--- config.mk ---
export PLATFORM = sky130hd
export DESIGN_NAME = fetch_stage
export DESIGN_NICKNAME = d
export VERILOG_FILES = /design/src/rtl/fetch_stage.sv
export SDC_FILE = /design/constraint.sdc
export NUM_CORES = 1
export LEC_CHECK = 0
export CAP_MARGIN = 20
export CORE_UTILIZATION = 30
export CTS_CLUSTER_DIAMETER = 50
export CTS_CLUSTER_SIZE = 24
export DETAILED_ROUTE_END_ITERATION = 12
export PLACE_DENSITY_LB_ADDON = 0.08
export SLEW_MARGIN = 10
export SYNTH_ARGS = -nofsm -noshare
export SYNTH_HDL_FRONTEND = slang
export SYNTH_SLANG_ARGS = --single-unit
--- constraint.sdc ---
create_clock -name clock -period 1.7 [get_ports clock]
set_input_delay 0.255 -clock clock [delete_from_list [all_inputs] [get_ports clock]]
set_output_delay 0.255 -clock clock [all_outputs]
set_load 0.02 [all_outputs]
--- src/rtl/fetch_stage.sv ---
// PC register and IF/ID front end: sequential fetch, stall, jump/branch redirect
// with flush, a one-cycle boot bubble after reset, and sticky halt on HALT_WORD.
//
// state  | meaning
// BOOT   | first cycle after reset; PC held, IF/ID bubble, redirects ignored
// RUN    | normal fetch with redirect > stall > halt-word > sequential priority
// HALT   | HALT_WORD fetched; PC frozen, IF/ID bubble until reset
module fetch_stage #(
  parameter logic [31:0] RESET_PC  = 32'h0000_0000,
  parameter int unsigned MEM_BYTES = 256,
  parameter logic [31:0] HALT_WORD = 32'hFFFF_FFFF,
  parameter logic [31:0] NOP_WORD  = 32'h0000_0000
) (
  input  logic        clock,
  input  logic        reset_n,
  input  logic        stall,
  input  logic        branch_taken,
  input  logic [31:0] branch_target,
  input  logic        jump,
  input  logic [31:0] jump_target,
  input  logic [31:0] instruction,
  output logic [31:0] inst_address,
  output logic [31:0] if_id_instr,
  output logic [31:0] if_id_pc4,
  output logic        if_id_valid,
  output logic        halted,
  output logic        misaligned,
  output logic [15:0] fetch_count
);

  localparam logic [31:0] MEM_SIZE = 32'(MEM_BYTES);

  typedef enum logic [1:0] {
    S_BOOT = 2'd0,
    S_RUN  = 2'd1,
    S_HALT = 2'd2
  } state_t;

  state_t      state_q, state_d;
  logic [31:0] pc_q, pc_d;
  logic [31:0] instr_q, instr_d;
  logic [31:0] pc4_q, pc4_d;
  logic        valid_q, valid_d;
  logic        mis_q, mis_d;
  logic [15:0] cnt_q, cnt_d;

  logic        redirect;
  logic        halt_fetch;
  logic [31:0] redir_raw;
  logic [31:0] redir_pc;
  logic [31:0] next_pc;

  // Jump outranks branch when both are asserted.
  assign redirect   = jump | branch_taken;
  assign redir_raw  = jump ? jump_target : branch_target;
  assign redir_pc   = {redir_raw[31:2], 2'b00} % MEM_SIZE;
  assign next_pc    = (pc_q + 32'd4) % MEM_SIZE;
  assign halt_fetch = (instruction == HALT_WORD);

  always_ff @(posedge clock or negedge reset_n) begin
    if (!reset_n) state_q <= S_BOOT;
    else          state_q <= state_d;
  end

  always_comb begin
    state_d = state_q;
    case (state_q)
      S_BOOT: state_d = S_RUN;
      S_RUN:  if (!redirect && !stall && halt_fetch) state_d = S_HALT;
      S_HALT: state_d = S_HALT;
      default: state_d = S_BOOT;
    endcase
  end

  always_comb begin
    pc_d    = pc_q;
    instr_d = instr_q;
    pc4_d   = pc4_q;
    valid_d = valid_q;
    mis_d   = mis_q;
    cnt_d   = cnt_q;
    case (state_q)
      S_RUN: begin
        if (redirect) begin
          pc_d    = redir_pc;
          instr_d = NOP_WORD;
          pc4_d   = 32'd0;
          valid_d = 1'b0;
          if (redir_raw[1:0] != 2'b00) mis_d = 1'b1;
        end else if (stall) begin
          pc_d = pc_q;
        end else if (halt_fetch) begin
          instr_d = NOP_WORD;
          pc4_d   = 32'd0;
          valid_d = 1'b0;
        end else begin
          pc_d    = next_pc;
          instr_d = instruction;
          pc4_d   = next_pc;
          valid_d = 1'b1;
          if (cnt_q != 16'hFFFF) cnt_d = cnt_q + 16'd1;
        end
      end
      default: begin
        instr_d = NOP_WORD;
        pc4_d   = 32'd0;
        valid_d = 1'b0;
      end
    endcase
  end

  always_ff @(posedge clock or negedge reset_n) begin
    if (!reset_n) begin
      pc_q    <= RESET_PC;
      instr_q <= NOP_WORD;
      pc4_q   <= 32'd0;
      valid_q <= 1'b0;
      mis_q   <= 1'b0;
      cnt_q   <= 16'd0;
    end else begin
      pc_q    <= pc_d;
      instr_q <= instr_d;
      pc4_q   <= pc4_d;
      valid_q <= valid_d;
      mis_q   <= mis_d;
      cnt_q   <= cnt_d;
    end
  end

  assign inst_address = pc_q;
  assign if_id_instr  = instr_q;
  assign if_id_pc4    = pc4_q;
  assign if_id_valid  = valid_q;
  assign halted       = (state_q == S_HALT);
  assign misaligned   = mis_q;
  assign fetch_count  = cnt_q;

endmodule

==> results.py <==
metrics = {
    "die": {
        "start_util": 0.314,
        "die_h_microns": 107,
        "die-area_sq_um": 11400,
        "fp.dieW_microns": 107,
        "core_sq_um": 10500,
        "io_pins": 216,
        "rows": 37,
    },
    "detailed_routing": {
        "routed_wirelength_mm": 8.39,
        "drtIter0Drc": 107,
        "ant_nets": 0,
        "remaining_drc_errors": 0,
        "via_count": 2667,
        "firstDrtPassIters": 4,
        "avgViaCountPerCell": 4.39,
        "wl_per_cell_microns": 13.8,
    },
    "final_layout": {
        "antenna_cells": 0,
        "drive_gt1_frac": 0.231,
        "nets": 572,
        "fillerInstances": 1015,
        "multiInputGateArea_sq_um": 1480,
        "ff_latch_area_sq_um": 1630,
        "utilization": 0.490,
        "synthToLayoutAreaGrowth_pct": 55.9,
    },
    "logic_synthesis": {
        "synth_area_leader_cell": "dfrtp_1",
        "netlist_area_sq_um": 3290,
        "synth_enable_flop_cells": 0,
        "synth_common_cells": "dfrtp_1, buf_4, a22o_1",
        "synth_top_cell_area_share": 0.495,
        "syn_inst": 292,
        "ys_async_sr_fraction": 1.00,
        "yosysMostFrequentCell": "dfrtp_1",
        "synth_area_leaders": "dfrtp_1, buf_4, a22o_1",
        "syn_area_per_cell_sq_um": 11.3,
        "synth_warnings": 0,
        "ys_seq_area_frac": 0.495,
        "synth.distinct_cells": 33,
        "synth_ff_type": "dfrtp_1",
        "ys_seq_elements": 65,
    },
    "setup_path": {
        "cp.depth": 11,
        "end_kind": "register",
        "critPathBufInv": 6,
        "cpPeakStageDelay_ns": 0.29,
        "crit_path_start_kind": "input pin",
        "path_delay_family": "buffers and inverters",
        "path_class": "input pin to register",
        "cp_common_cell": "buf_4",
        "crit_required_ns": 1.95,
        "worst_path_max_delay_cell": "nor4_4",
        "ff2ff_path_depth": 6,
        "arrival_ns": 1.90,
        "path_max_fanout": 6,
        "crit_chain": "dlygate4sd2_1 > nand4_1 > nor4_4 > buf_4 > nand2_2 > buf_4 > buf_4 > buf_4 > buf_4 > nand4b_1 > xnor2_1",
    },
    "power": {
        "p_sw_frac": 0.312,
        "internal_power_mw": 2.72,
        "cellLeakagePower_nw": 2.61,
        "switchingPower_mw": 1.23,
        "pwr-share-comb": 0.259,
        "powerDensity_nw_per_um2": 772,
        "clockPowerShare": 0.296,
        "peakVddDrop_mv": 0.510,
        "pwr-share-seq": 0.445,
    },
    "global_routing": {
        "grt_pass1_vias": 2675,
        "busiest_layer": "met2",
        "grt_pass1_wl_mm": 13.8,
        "met1_usage": 0.218,
        "gr-usage-met2": 0.238,
        "met3_usage": 0.0438,
        "grt_max_degree": 37,
        "gr-total-overflow": 0,
        "gr-usage-all-layers": 0.157,
        "antenna_found_initial": 0,
    },
    "place": {
        "io_buffers": 117,
        "gp_congestion": 0.738,
        "dpl.hpwl_mm": 6.28,
        "dp_slack_ns": -0.592,
    },
    "timing": {
        "skew_ns": 0.0121,
        "fin_crit_sh": 0.973,
        "layout_setup_ws_ns": 0.0461,
        "max_freq_mhz": 605,
        "holdWs_ns": 0.161,
        "hold_viol_final": 0,
        "tns_ns": 0,
        "drv_slew": 0,
        "period_needed_ns": 1.65,
        "setup_viol": 0,
        "rsz0062_at_grt": "yes",
    },
    "clock_tree": {
        "insertion_delay_ns": 0.33,
        "clock_sinks": 65,
        "cts_root_buffer": "clkbuf_8",
        "clk_pin_slew_ns": 0.08,
        "clock_path_buffers": 2,
        "cts_tree": "done",
        "cts_htree_levels": 3,
        "numCtsBuffers": 9,
    },
    "hold_path": {
        "min_path_type": "input pin to register",
        "whs_path_depth": 2,
    },
    "flow_run": {
        "cap_viol_max_count": 0,
    },
    "status": {
        "outcome": "finished clean",
    },
}
==> worst reg2reg max path: cells and delay by family, from the launching register on <==
| kind | cells | cell delay [ns] |
|---|---|---|
| adders and majority gates | 1 | 0.14 |
| and+or+nand+nor | 4 | 0.74 |
| muxes | 1 | 0.28 |
| DFF | 1 | 0.39 |
==> metrics by stage <==
step	cell area, sq um	instances	total power, mW
detailed placement	4890	587	2.84
global placement	4890	587	2.84
finish	5120	607	3.96
CTS	5060	607	4.03
floorplan	3510	341	2.33
global route	5120	607	4.23
==> flip-flops by register name, summed over array words and instances, names as in the netlist <==
name,count
misaligned,1
if_id_instr,32
fetch_count,16
state_q,2
if_id_pc4,7
inst_address,6
if_id_valid,1
==> worst paths after layout <==
check | start | to | slack [ns]
min reg2reg | if_id_valid$_DFFE_PN0P_ | if_id_valid$_DFFE_PN0P_ | 0.48
min in group asynchronous | reset_n | if_id_pc4[1]$_DFFE_PN0P_ | 0.38
max | instruction[24] | fetch_count[15]$_DFFE_PN0P_ | 0.05
min | instruction[3] | if_id_instr[3]$_DFFE_PN0P_ | 0.16
max in group asynchronous | reset_n | fetch_count[5]$_DFFE_PN0P_ | 0.79
max reg2reg | fetch_count[1]$_DFFE_PN0P_ | fetch_count[12]$_DFFE_PN0P_ | 0.05
==> cell families (layout without fill, tap and decap cells) <==
family	count (synthesis)	count (layout)	synth area share
xor gates and xnor gates	17	17	0.0453
AOI/OAI and AO/OA	54	54	0.140
other	1	50	0.00114
DFF	65	65	0.495
and+or+nand+nor	68	68	0.109
buffers and inverters	66	196	0.136
adders and majority gates	5	5	0.0190
muxes	16	16	0.0552
==> final cells by class <==
type                            instances  area share
Tap cell                              136      0.0332
Clock buffer                           10      0.0269
Clock inverter                          6     0.00855
Timing Repair Buffer                  177       0.323
Sequential cell                        65       0.318
Multi-Input combinational cell        210       0.288
Inverter                                3     0.00220
==> placed cells by master, fill, tap and decap left out, types with 2 or more instances in the layout <==
cell type | Yosys | routed
mux2_2 | 9 | 8
nor3_1 | 2 | 2
a21oi_1 | 3 | 2
conb_1 | 1 | 50
a22o_1 | 36 | 36
nor4_4 | 0 | 2
and3_1 | 6 | 6
mux2i_1 | 5 | 5
xnor2_1 | 16 | 16
inv_1 | 3 | 3
nand2_1 | 17 | 16
nand4_1 | 14 | 14
clkdlybuf4s50_1 | 0 | 66
and2_1 | 2 | 2
dlygate4sd2_1 | 0 | 17
ha_1 | 5 | 3
clkbuf_8 | 0 | 10
buf_12 | 0 | 4
buf_2 | 5 | 8
dlymetal6s2s_1 | 0 | 17
o21ai_0 | 9 | 9
dfrtp_1 | 65 | 64
clkinvlp_4 | 0 | 4
buf_4 | 51 | 54
clkdlybuf4s15_1 | 0 | 7
nor2_1 | 8 | 7
nand3_1 | 14 | 14
mux2_4 | 2 | 3
ha_4 | 0 | 2
==> power by group through the flow <==
stage,logic [mW],clock network [mW],registers [mW]
3_5_place_dp,1.06,0,1.78
6_report,1.03,1.17,1.76
5_1_grt,1.12,1.34,1.78
3_3_place_gp,1.06,0,1.78
2_1_floorplan,0.414,0,1.92
4_1_cts,1.05,1.23,1.75
==> timing repair <==
item                                    4_1_cts  5_1_grt
hold endpoints to repair                     14        0
pin swaps                                    13        7
resized for setup                            68       21
setup buffers                                 3        0
endpoints found under the setup margin       51       30
hold buffers                                  1        0
cloned                                        0        0
==> per-layer routing <==
metal  vias up  share of wire
met4         0         0.0083
li1       1294              -
met3         4          0.064
met2        99           0.45
met5         -              0
met1      1270           0.47
Power figures use the tool's default switching activity.
==> RTL edit, RTL diff (same settings) <==
Make the reset (`reset_n`) synchronous in 2 clocked blocks.
--- a/src/rtl/fetch_stage.sv
+++ b/src/rtl/fetch_stage.sv
@@ -59,3 +59,3 @@
 
-  always_ff @(posedge clock or negedge reset_n) begin
+  always_ff @(posedge clock) begin
     if (!reset_n) state_q <= S_BOOT;
@@ -111,3 +111,3 @@
 
-  always_ff @(posedge clock or negedge reset_n) begin
+  always_ff @(posedge clock) begin
     if (!reset_n) begin
Check against the original RTL: differs if reset_n is asserted again (counterexample within 4 cycles, from zero or initial values and one cycle with reset_n low); with reset_n held inactive, the same outputs for 4 cycles.
==> RTL edit against the unedited design <==
The flow now finishes with violations (setup timing). Design area increased by 1.3%. Core utilization increased by 3.4 points. Area after synthesis decreased by 5.0%. Wire length increased by 9.8%. Total power increased by 7.8%. Sequential cell count unchanged. Worst setup slack got worse by 180 ps. Worst hold slack improved by 110 ps. Cell count increased by 8.6%. Critical path type is now reg2reg. Critical endpoint is now fetch_count[8]. Largest power group unchanged.
==> RTL edit: results (changes against the unedited design) <==
- Crit Path Category: reg2reg
- Gr usage total: 17.3% (+1.7 points)
- Clk tree area frac: 4.36% (+0.82 points)
- Largest register FFs: 32 (unchanged)
- Violated checks: setup timing
- P&R area growth vs syn: 66.4%
- Detailed Route WL: 9210 um (+9.8%)
- Die area: 0.0108 mm^2 (-4.9%)
- Worst ir drop on vdd: 0.000505 V (-1.1%)
- Top cells by area, synth: dfxtp_1 42%, buf_4 12%, a22o_1 9.5%
- Final net count: 627 (+9.6%)
- Buffering overhead: 34.4% (+2.1 points)
- Worst setup margin: -135 ps (-181 ps)
- Synth cell types: 40 (+21%)
- Reg-to-Reg Start: fetch_count[0]
- Wire length per cell: 14.0 um (+1.1%)
- Multi-input logic area: 0.00167 mm^2 (+13%)
- HP Start: instruction[5]
- Setup Viol. Count Final: 14 (+14)
- Gpl congestion: 0.764 (+3.4%)
- Number of global-route vias before repair: 2,948 (+10%)
- Sw Pwr: 1270 uW (+2.6%)
- Synth top area share: 41.7% (-7.8 points)
- Sum Neg Setup Slack: -817 ps (-817 ps)
- CP delay by family, top: simple AND/OR/NAND/NOR gates
- CP Max Fanout: 5 (-1)
- Hpwl dp: 6410 um (+2.1%)
- Synth top cells by count: 65 x dfxtp_1, 51 x buf_4, 34 x a22o_1, 29 x nand2_1, 20 x a21oi_1
- Via Count: 3,061 (+15%)
- Leak pwr: 0.00237 uW (-9.2%)
- Sequential cell area: 0.00131 mm^2 (-19%)
- Sequential cells: 65 (unchanged)
- Critical path endpoint: fetch_count[8]
- Largest net degree at the start of global routing: 41 (+11%)
- Multi-input comb cells: 246 (+17%)
- First-pass GRT wire length: 15,200 um (+10%)
- Final hold slack: 274 ps (+113 ps)
- Outcome: finished with violations
- Post-synthesis average cell area: 9.20 um^2 (-18%)
- Worst Hold End: if_id_instr[5]
- DR iter-0 viols: 84 (-21%)
- Placement Cell Area: 0.00476 mm^2 (-2.7%)
- CP max-delay cell: or4_4
- Post-placement worst setup slack: -579 ps (+13.3 ps)
- Primary FF master, synth: dfxtp_1
- Worst EP arrival: 2110 ps (+210 ps)
- Setup skew after layout: 9.82 ps (-2.31 ps)
- Filler cell count: 944 (-7.0%)
[RTL edit: logic make-up after synthesis]
group / share of synthesized area [%]
buf+inv: 15.8
compound gates: 19.2
xor+xnor: 1.12
simple gates: 16.1
mux: 3.89
other cells: 0.120
flops: 41.7
fa+ha+maj: 2.00
[RTL edit: power by group through the flow]
stage               Sequential (uW)  Clock [uW]  Combinational (uW)
floorplan                      1790           0                 558
global placement               1710           0                1090
detailed placement             1710           0                1100
CTS                            1680        1560                1090
global route                   1690        1620                1190
finish                         1680        1500                1090
[RTL edit: layer usage]
layer	track usage [%]	share of wire, %	vias up
met5	0	0	-
met1	22.5	48	1433
met2	28.5	46	103
met4	5.51	1.3	0
li1	-	-	1513
met3	3.76	4.9	12
[RTL edit: repair_timing]
| item | in CTS | in global routing |
|---|---|---|
| pin swaps | 17 | 7 |
| cloned | 4 | 0 |
| gates resized for setup | 65 | 24 |
| endpoints found under the setup margin | 71 | 50 |
| setup buffers | 5 | 1 |
